$ cat src/rtl/tri_raster_scheduler.sv
// Raster scheduler: walks one triangle's pixel bounding box into the
// coefficient pipeline and tracks which pipeline slots hold real pixels.
module tri_raster_scheduler #(
    parameter int XWIDTH     = 16,
    parameter int YWIDTH     = 16,
    parameter int AINV_WIDTH = 16,
    parameter int HWIDTH     = 10,
    parameter int VWIDTH     = 10,
    parameter int LATENCY    = 6
) (
    input  logic                    clk_in,
    input  logic                    rst_in,
    input  logic                    tri_valid,
    output logic                    tri_ready,
    input  logic [HWIDTH-1:0]       hmin,
    input  logic [HWIDTH-1:0]       hmax,
    input  logic [VWIDTH-1:0]       vmin,
    input  logic [VWIDTH-1:0]       vmax,
    input  logic [XWIDTH-1:0]       x_start,
    input  logic [XWIDTH-1:0]       x_step,
    input  logic [YWIDTH-1:0]       y_start,
    input  logic [YWIDTH-1:0]       y_step,
    input  logic [3*XWIDTH-1:0]     x_tri_in,
    input  logic [3*YWIDTH-1:0]     y_tri_in,
    input  logic [AINV_WIDTH-1:0]   iarea_in,
    output logic [XWIDTH-1:0]       pipe_x,
    output logic [YWIDTH-1:0]       pipe_y,
    output logic [3*XWIDTH-1:0]     pipe_x_tri,
    output logic [3*YWIDTH-1:0]     pipe_y_tri,
    output logic [AINV_WIDTH-1:0]   pipe_iarea,
    output logic                    pipe_freeze,
    input  logic                    pipe_in_tri,
    output logic                    frag_valid,
    input  logic                    frag_ready,
    output logic [HWIDTH-1:0]       frag_h,
    output logic [VWIDTH-1:0]       frag_v,
    output logic                    tri_done
);

    typedef enum logic [1:0] {S_IDLE, S_SCAN, S_DRAIN} state_t;

    state_t                  r_state;
    logic                    r_tri_ready;
    logic [HWIDTH-1:0]       r_hmin;
    logic [HWIDTH-1:0]       r_hmax;
    logic [VWIDTH-1:0]       r_vmax;
    logic [XWIDTH-1:0]       r_xstart;
    logic [XWIDTH-1:0]       r_xstep;
    logic [YWIDTH-1:0]       r_ystep;
    logic [HWIDTH-1:0]       r_h;
    logic [VWIDTH-1:0]       r_v;
    logic [XWIDTH-1:0]       r_cx;
    logic [YWIDTH-1:0]       r_cy;
    logic [3*XWIDTH-1:0]     r_xtri;
    logic [3*YWIDTH-1:0]     r_ytri;
    logic [AINV_WIDTH-1:0]   r_iarea;
    logic [LATENCY-1:0]      r_tok;
    logic [HWIDTH-1:0]       r_ph [LATENCY];
    logic [VWIDTH-1:0]       r_pv [LATENCY];

    logic w_frag_valid;
    logic w_freeze;
    logic w_issue;
    logic w_last_col;
    logic w_last;
    logic w_done;
    logic w_accept;

    assign w_frag_valid = r_tok[LATENCY-1] && pipe_in_tri;
    assign w_freeze     = w_frag_valid && !frag_ready;
    assign w_issue      = (r_state == S_SCAN) && !w_freeze;
    assign w_last_col   = (r_h == r_hmax);
    assign w_last       = w_last_col && (r_v == r_vmax);
    assign w_done       = (r_state == S_DRAIN) && (r_tok == '0)
                          && !w_frag_valid;
    assign w_accept     = (r_state == S_IDLE) && r_tri_ready && tri_valid;

    assign tri_ready   = r_tri_ready;
    assign tri_done    = w_done;
    assign frag_valid  = w_frag_valid;
    assign pipe_freeze = w_freeze;
    assign frag_h      = r_ph[LATENCY-1];
    assign frag_v      = r_pv[LATENCY-1];
    assign pipe_x      = r_cx;
    assign pipe_y      = r_cy;
    assign pipe_x_tri  = r_xtri;
    assign pipe_y_tri  = r_ytri;
    assign pipe_iarea  = r_iarea;

    // Control FSM: accept a descriptor, walk the box, wait for drain.
    always_ff @(posedge clk_in or posedge rst_in) begin
        if (rst_in) begin
            r_state     <= S_IDLE;
            r_tri_ready <= 1'b0;
            r_hmin      <= '0;
            r_hmax      <= '0;
            r_vmax      <= '0;
            r_xstart    <= '0;
            r_xstep     <= '0;
            r_ystep     <= '0;
            r_h         <= '0;
            r_v         <= '0;
            r_cx        <= '0;
            r_cy        <= '0;
            r_xtri      <= '0;
            r_ytri      <= '0;
            r_iarea     <= '0;
        end else begin
            unique case (r_state)
                S_IDLE: begin
                    if (w_accept) begin
                        r_tri_ready <= 1'b0;
                        r_hmin      <= hmin;
                        r_hmax      <= hmax;
                        r_vmax      <= vmax;
                        r_xstart    <= x_start;
                        r_xstep     <= x_step;
                        r_ystep     <= y_step;
                        r_h         <= hmin;
                        r_v         <= vmin;
                        r_cx        <= x_start;
                        r_cy        <= y_start;
                        r_xtri      <= x_tri_in;
                        r_ytri      <= y_tri_in;
                        r_iarea     <= iarea_in;
                        if ((hmin > hmax) || (vmin > vmax))
                            r_state <= S_DRAIN;
                        else
                            r_state <= S_SCAN;
                    end else begin
                        r_tri_ready <= 1'b1;
                    end
                end
                S_SCAN: begin
                    if (w_issue) begin
                        if (w_last)
                            r_state <= S_DRAIN;
                        if (w_last_col) begin
                            r_h  <= r_hmin;
                            r_cx <= r_xstart;
                            r_v  <= r_v + 1'b1;
                            r_cy <= r_cy + r_ystep;
                        end else begin
                            r_h  <= r_h + 1'b1;
                            r_cx <= r_cx + r_xstep;
                        end
                    end
                end
                S_DRAIN: begin
                    if (w_done) begin
                        r_state     <= S_IDLE;
                        r_tri_ready <= 1'b1;
                    end
                end
                default: r_state <= S_IDLE;
            endcase
        end
    end

    // Token and pixel-index shift registers, mirroring the pipeline.
    always_ff @(posedge clk_in or posedge rst_in) begin
        if (rst_in) begin
            r_tok <= '0;
            for (int i = 0; i < LATENCY; i++) begin
                r_ph[i] <= '0;
                r_pv[i] <= '0;
            end
        end else if (!w_freeze) begin
            r_tok   <= {r_tok[LATENCY-2:0], w_issue};
            r_ph[0] <= r_h;
            r_pv[0] <= r_v;
            for (int i = 1; i < LATENCY; i++) begin
                r_ph[i] <= r_ph[i-1];
                r_pv[i] <= r_pv[i-1];
            end
        end
    end

endmodule

$ cat config.mk
export PLATFORM = sky130hd
export DESIGN_NAME = tri_raster_scheduler
export DESIGN_NICKNAME = d
export VERILOG_FILES = /design/src/rtl/tri_raster_scheduler.sv
export SDC_FILE = /design/constraint.sdc
export NUM_CORES = 1
export LEC_CHECK = 0
export CORE_MARGIN = 8
export CORE_UTILIZATION = 51
export CTS_CLUSTER_DIAMETER = 150
export DETAILED_ROUTE_END_ITERATION = 10
export PLACE_DENSITY_LB_ADDON = 0.08
export SYNTH_ARGS = -nofsm -noshare
export SYNTH_HDL_FRONTEND = slang
export SYNTH_SLANG_ARGS = --single-unit
$ cat constraint.sdc
create_clock -name clk_in -period 16.8 [get_ports clk_in]
set_clock_uncertainty 0.15 [all_clocks]
set_input_delay 2.52 -clock clk_in [delete_from_list [all_inputs] [get_ports clk_in]]
set_output_delay 2.52 -clock clk_in [all_outputs]
set_load 0.02 [all_outputs]
==> results by stage <==
Run status:
- The flow ran to the end, and the final reports show no timing, DRC or antenna violations.

Synth:
- The main combinational cell family by area after synthesis is simple AND/OR/NAND/NOR gates.
- After synthesis, the share of flip-flops with an asynchronous set or reset is between 90% and 100%.
- Counting every instance in the synthesized netlist gives ~2k.
- Summing the areas of all and, or, nand and nor instances in the mapped netlist gives between 20% and 30% of the synthesized area.
- The number of nets handed over by synthesis was roughly 2.3k.
- A synthesized cell averages ~8.6 µm².
- Of the total synthesized cell area, the portion taken by full adders, half adders and majority gates is 4.05%.
- The portion of synthesized area spent on multiplexers is less than 1%.
- In this run, synthesis produced a sequential element count of between 300 and 400.
- The top flip-flop cell by instance count after synthesis is dfrtp_1.
- The netlist area before placement is ~17000 µm².
- The number of synthesized flops with an enable pin is 0.
- The netlist uses 71 different library cells.
- The part of the Yosys area used for sequential elements is 54.4%.
- The synthesized-area fraction occupied by ao, oa, aoi and oai cells is under 10%.
- During synthesis, Yosys emitted a total of 0 warnings.
- Summing the areas of all xor and xnor instances in the mapped netlist gives ~2.4% of the synthesized area.

Route:
- The first detailed-routing pass ran for 7 iterations.
- The first-iteration detailed-routing DRC count is around 1.1k.
- For this block, wires on met1 add up to ~20000 µm.
- The detailed-routed wire length on met3 is about 2700 µm.
- The count of nets left with antenna violations after detail routing is 0.
- After detailed routing, the total wire length is approximately 47000 µm.
- The highest layer used for signal routing is met5.
- The routed via count divided by cell count is roughly 5.1.
- In the routed design, unresolved DRC markers number 0.
- The total length of routed met2 wires is between 20000 and 25000 µm.
- The routed layout has between 10k and 15k vias.
- The wire length per cell after detailed routing is around 17 µm.

Die:
- In this run the core area contains 67 standard-cell rows.
- The die is ~200 µm wide.
- In this run the count of I/O pins placed on the die edge is 389.
- Once the floorplan was initialized, standard cells occupied between 50% and 60% of the core.
- The die covers about 40000 µm².
- In this run the standard cell core region covers ~33000 µm².
- The die height is about 200 µm.

Cells and area:
- The library cells used most frequently in the layout, excluding fill and tap cells, are nand2_1, clkdlybuf4s50_1, dfrtp_1.
- The library cell used most frequently in the layout, excluding fill and tap cells, is nand2_1.
- The post-route netlist has around 4.0% of its cells at a drive strength greater than 1.
- The number of nets in the layout is 2573.
- The total of fill cells in the finished design is roughly 2.8k.
- The relative area change from synthesis to final layout is 31.1%.

Clock tree:
- The number of buffers added by the clock tree synthesis step is 41.
- The number of setup buffers added after CTS is 0.
- The largest buffer count on any clock path is 3.
- The hold buffer count at CTS is 0.
- The number of clock sinks is between 300 and 400.
- TritonCTS built the clock tree.
- The root buffer cell is clkbuf_16.
- The count of H-tree levels built during CTS is 2.
- The number of gates given a new drive strength after cts is 0.
- The clock latency reported for the late side of the worst-skew pair is 530 ps.
- The clock transition time at the flip-flop clock pins of the worst setup and hold paths is roughly 50 ps.

STA:
- For the pin with the worst max-slew slack, the measured transition is between 1000 and 1500 ps.
- The number of pins exceeding their max-slew limit in the final report is 0.
- The top achievable clock speed is around 0.14 GHz.
- Setup repair after global routing left no endpoint under its margin.
- The count of endpoints failing setup in the final report is 0.
- Setup total negative slack on the finished layout was measured at 0 ps.
- The worst path needs just over 7000 ps of the cycle, external delays included.
- In this run the tightest slew margin relative to its limit is about a fifth.
- The setup slack after layout is around 9600 ps.
- The count of final hold-check violations is 0.
- After layout, the worst path uses 42.7% of the clock period.

GRT:
- The first global-routing pass estimated 74600 µm of wire.
- The maximum number of pins on one net before global-route repair is a little under 200.
- The global router's overall resource usage is between 20% and 30%.
- The initial antenna violation count is 10.
- The final global-route overflow total is 0.
- The via count of the first global-routing pass is ~14k.

Setup path:
- The worst setup path is launched from an input pin.
- The cell family contributing the most delay on the critical path is buffers and inverters.
- The kind of end point of the critical path is a primary output.
- The critical path goes through clkdlybuf4s50_1, nand3b_1, buf_4, inv_4, clkdlybuf4s50_1.
- Among the stages of the critical path, the cell type that occurs most often is clkdlybuf4s50_1.
- On the critical path, the stage with the largest delay is an instance of clkdlybuf4s50_1.
- Data arrives at the worst endpoint at ~4500 ps.
- The largest stage delay on the critical path is a little over 700 ps.
- The required arrival time at the worst endpoint is between 10000 and 15000 ps.
- The maximum fanout along the worst path is between 50 and 60.
- The setup path with the least slack is of type in -> out.
- Counting both buffers and inverters, the worst setup path holds a total of 4.

Placement:
- The half-perimeter wire length after detailed placement is between 30000 and 40000 µm.
- Routability-driven placement finished with a final weighted congestion of about 0.9.
- The quantity of I/O buffers inserted on ports is 388.
- OpenSTA, run right after detailed placement, puts the worst setup slack at 9590 ps.

Job:
- Max-cap violations in this run came to 0.

Hold path:
- The worst hold path belongs to the class reg -> reg.

Pwr:
- The static power due to leakage is roughly 0.011 µW.
- VDD sags by at most about 0.13 mV.
- For this design the ratio of total power to cell area is around 200 nW/µm².
- The design draws between 4000 and 5000 µW.
[cells in the mapped netlist (7+ instances only)]
cell | n | area share (%)
nor2b_1 | 9 | 0.33
nand3_1 | 25 | 0.73
a21oi_1 | 54 | 1.6
o21ai_0 | 73 | 2.1
clkbuf_1 | 79 | 1.7
a21o_1 | 8 | 0.35
o211ai_1 | 7 | 0.31
dfrtp_1 | 371 | 54
buf_2 | 7 | 0.21
a221oi_1 | 7 | 0.36
o21a_1 | 10 | 0.44
nand4_1 | 11 | 0.40
nand2_1 | 936 | 21
inv_1 | 50 | 1.1
mux2i_1 | 8 | 0.47
a31oi_1 | 9 | 0.33
nor2_1 | 62 | 1.4
and3_1 | 8 | 0.29
ha_1 | 52 | 3.8
buf_1 | 7 | 0.15
xor2_1 | 27 | 1.4
buf_4 | 23 | 1.0
nor3_1 | 15 | 0.44
xnor2_1 | 19 | 0.98
[cell families after synthesis]
group	after synthesis
AOI/OAI and AO/OA	233
buffers and inverters	173
adders and majority gates	54
and+or+nand+nor	1091
muxes	8
xor gates and xnor gates	46
DFF	371
[tightest hold or removal path, stage by stage, from the launching register on]
cell	delay, ps
dfrtp_1	340
nand2_1	50
nand2_1	50
[per-stage QoR]
step           util, %  instance area [µm²]  cells  hold slack, ps
2_1_floorplan        -                17100   1976             287
3_3_place_gp      63.4                21100   2703             299
3_5_place_dp      63.4                21100   2703             305
4_1_cts           67.3                22300   2776             314
5_1_grt           67.3                22400   2782             329
6_report          67.3                22400   2785             312
[routing by layer]
layer	global-route usage, %	vias to the layer above
met5	0	-
met4	9.42	8
met3	4.92	103
met2	37.6	396
met1	30.3	6679
li1	-	7009
[final timing paths]
path | from | endpoint | slack [ps] | cells past startpoint
setup / recovery | frag_ready | pipe_freeze | 9620 | 5
hold / removal | r_pv[10] | r_pv[10] | 310 | 2
setup reg to reg | r_state[0] | pipe_y[12] | 12520 | 7
hold reg to reg | r_pv[10] | r_pv[10] | 310 | 2
max in group asynchronous | rst_in | pipe_y_tri[30] | 12550 | 3
min in group asynchronous | rst_in | pipe_x_tri[5] | 2390 | 2
[final cells by class]
type,instances,area (µm²),share of cell area (%)
timing repair buffer,401,3990,17.9
multi-input combinational,1432,7020,31.4
sequential,371,9280,41.5
clock inverter,16,159,0.711
clock buffer,57,1120,4.99
antenna,9,22.5,0.101
inverter,51,201,0.901
tap,448,561,2.51
[report_power, final]
group	total (µW)	internal [µW]	switching, µW
combinational	2020	871	1150
clock	853	497	356
sequential	1630	1330	294
[state kept, by name, indices dropped and copies added, names as in the netlist, 16 cells and up]
register and flops:
r_ph 50, pipe_x 16, r_xstart 16, pipe_iarea 16
pipe_x_tri 48, r_pv 50, pipe_y_tri 48, r_ystep 16
r_xstep 16, pipe_y 16
Note: power is estimated with default switching activity, not from simulation.
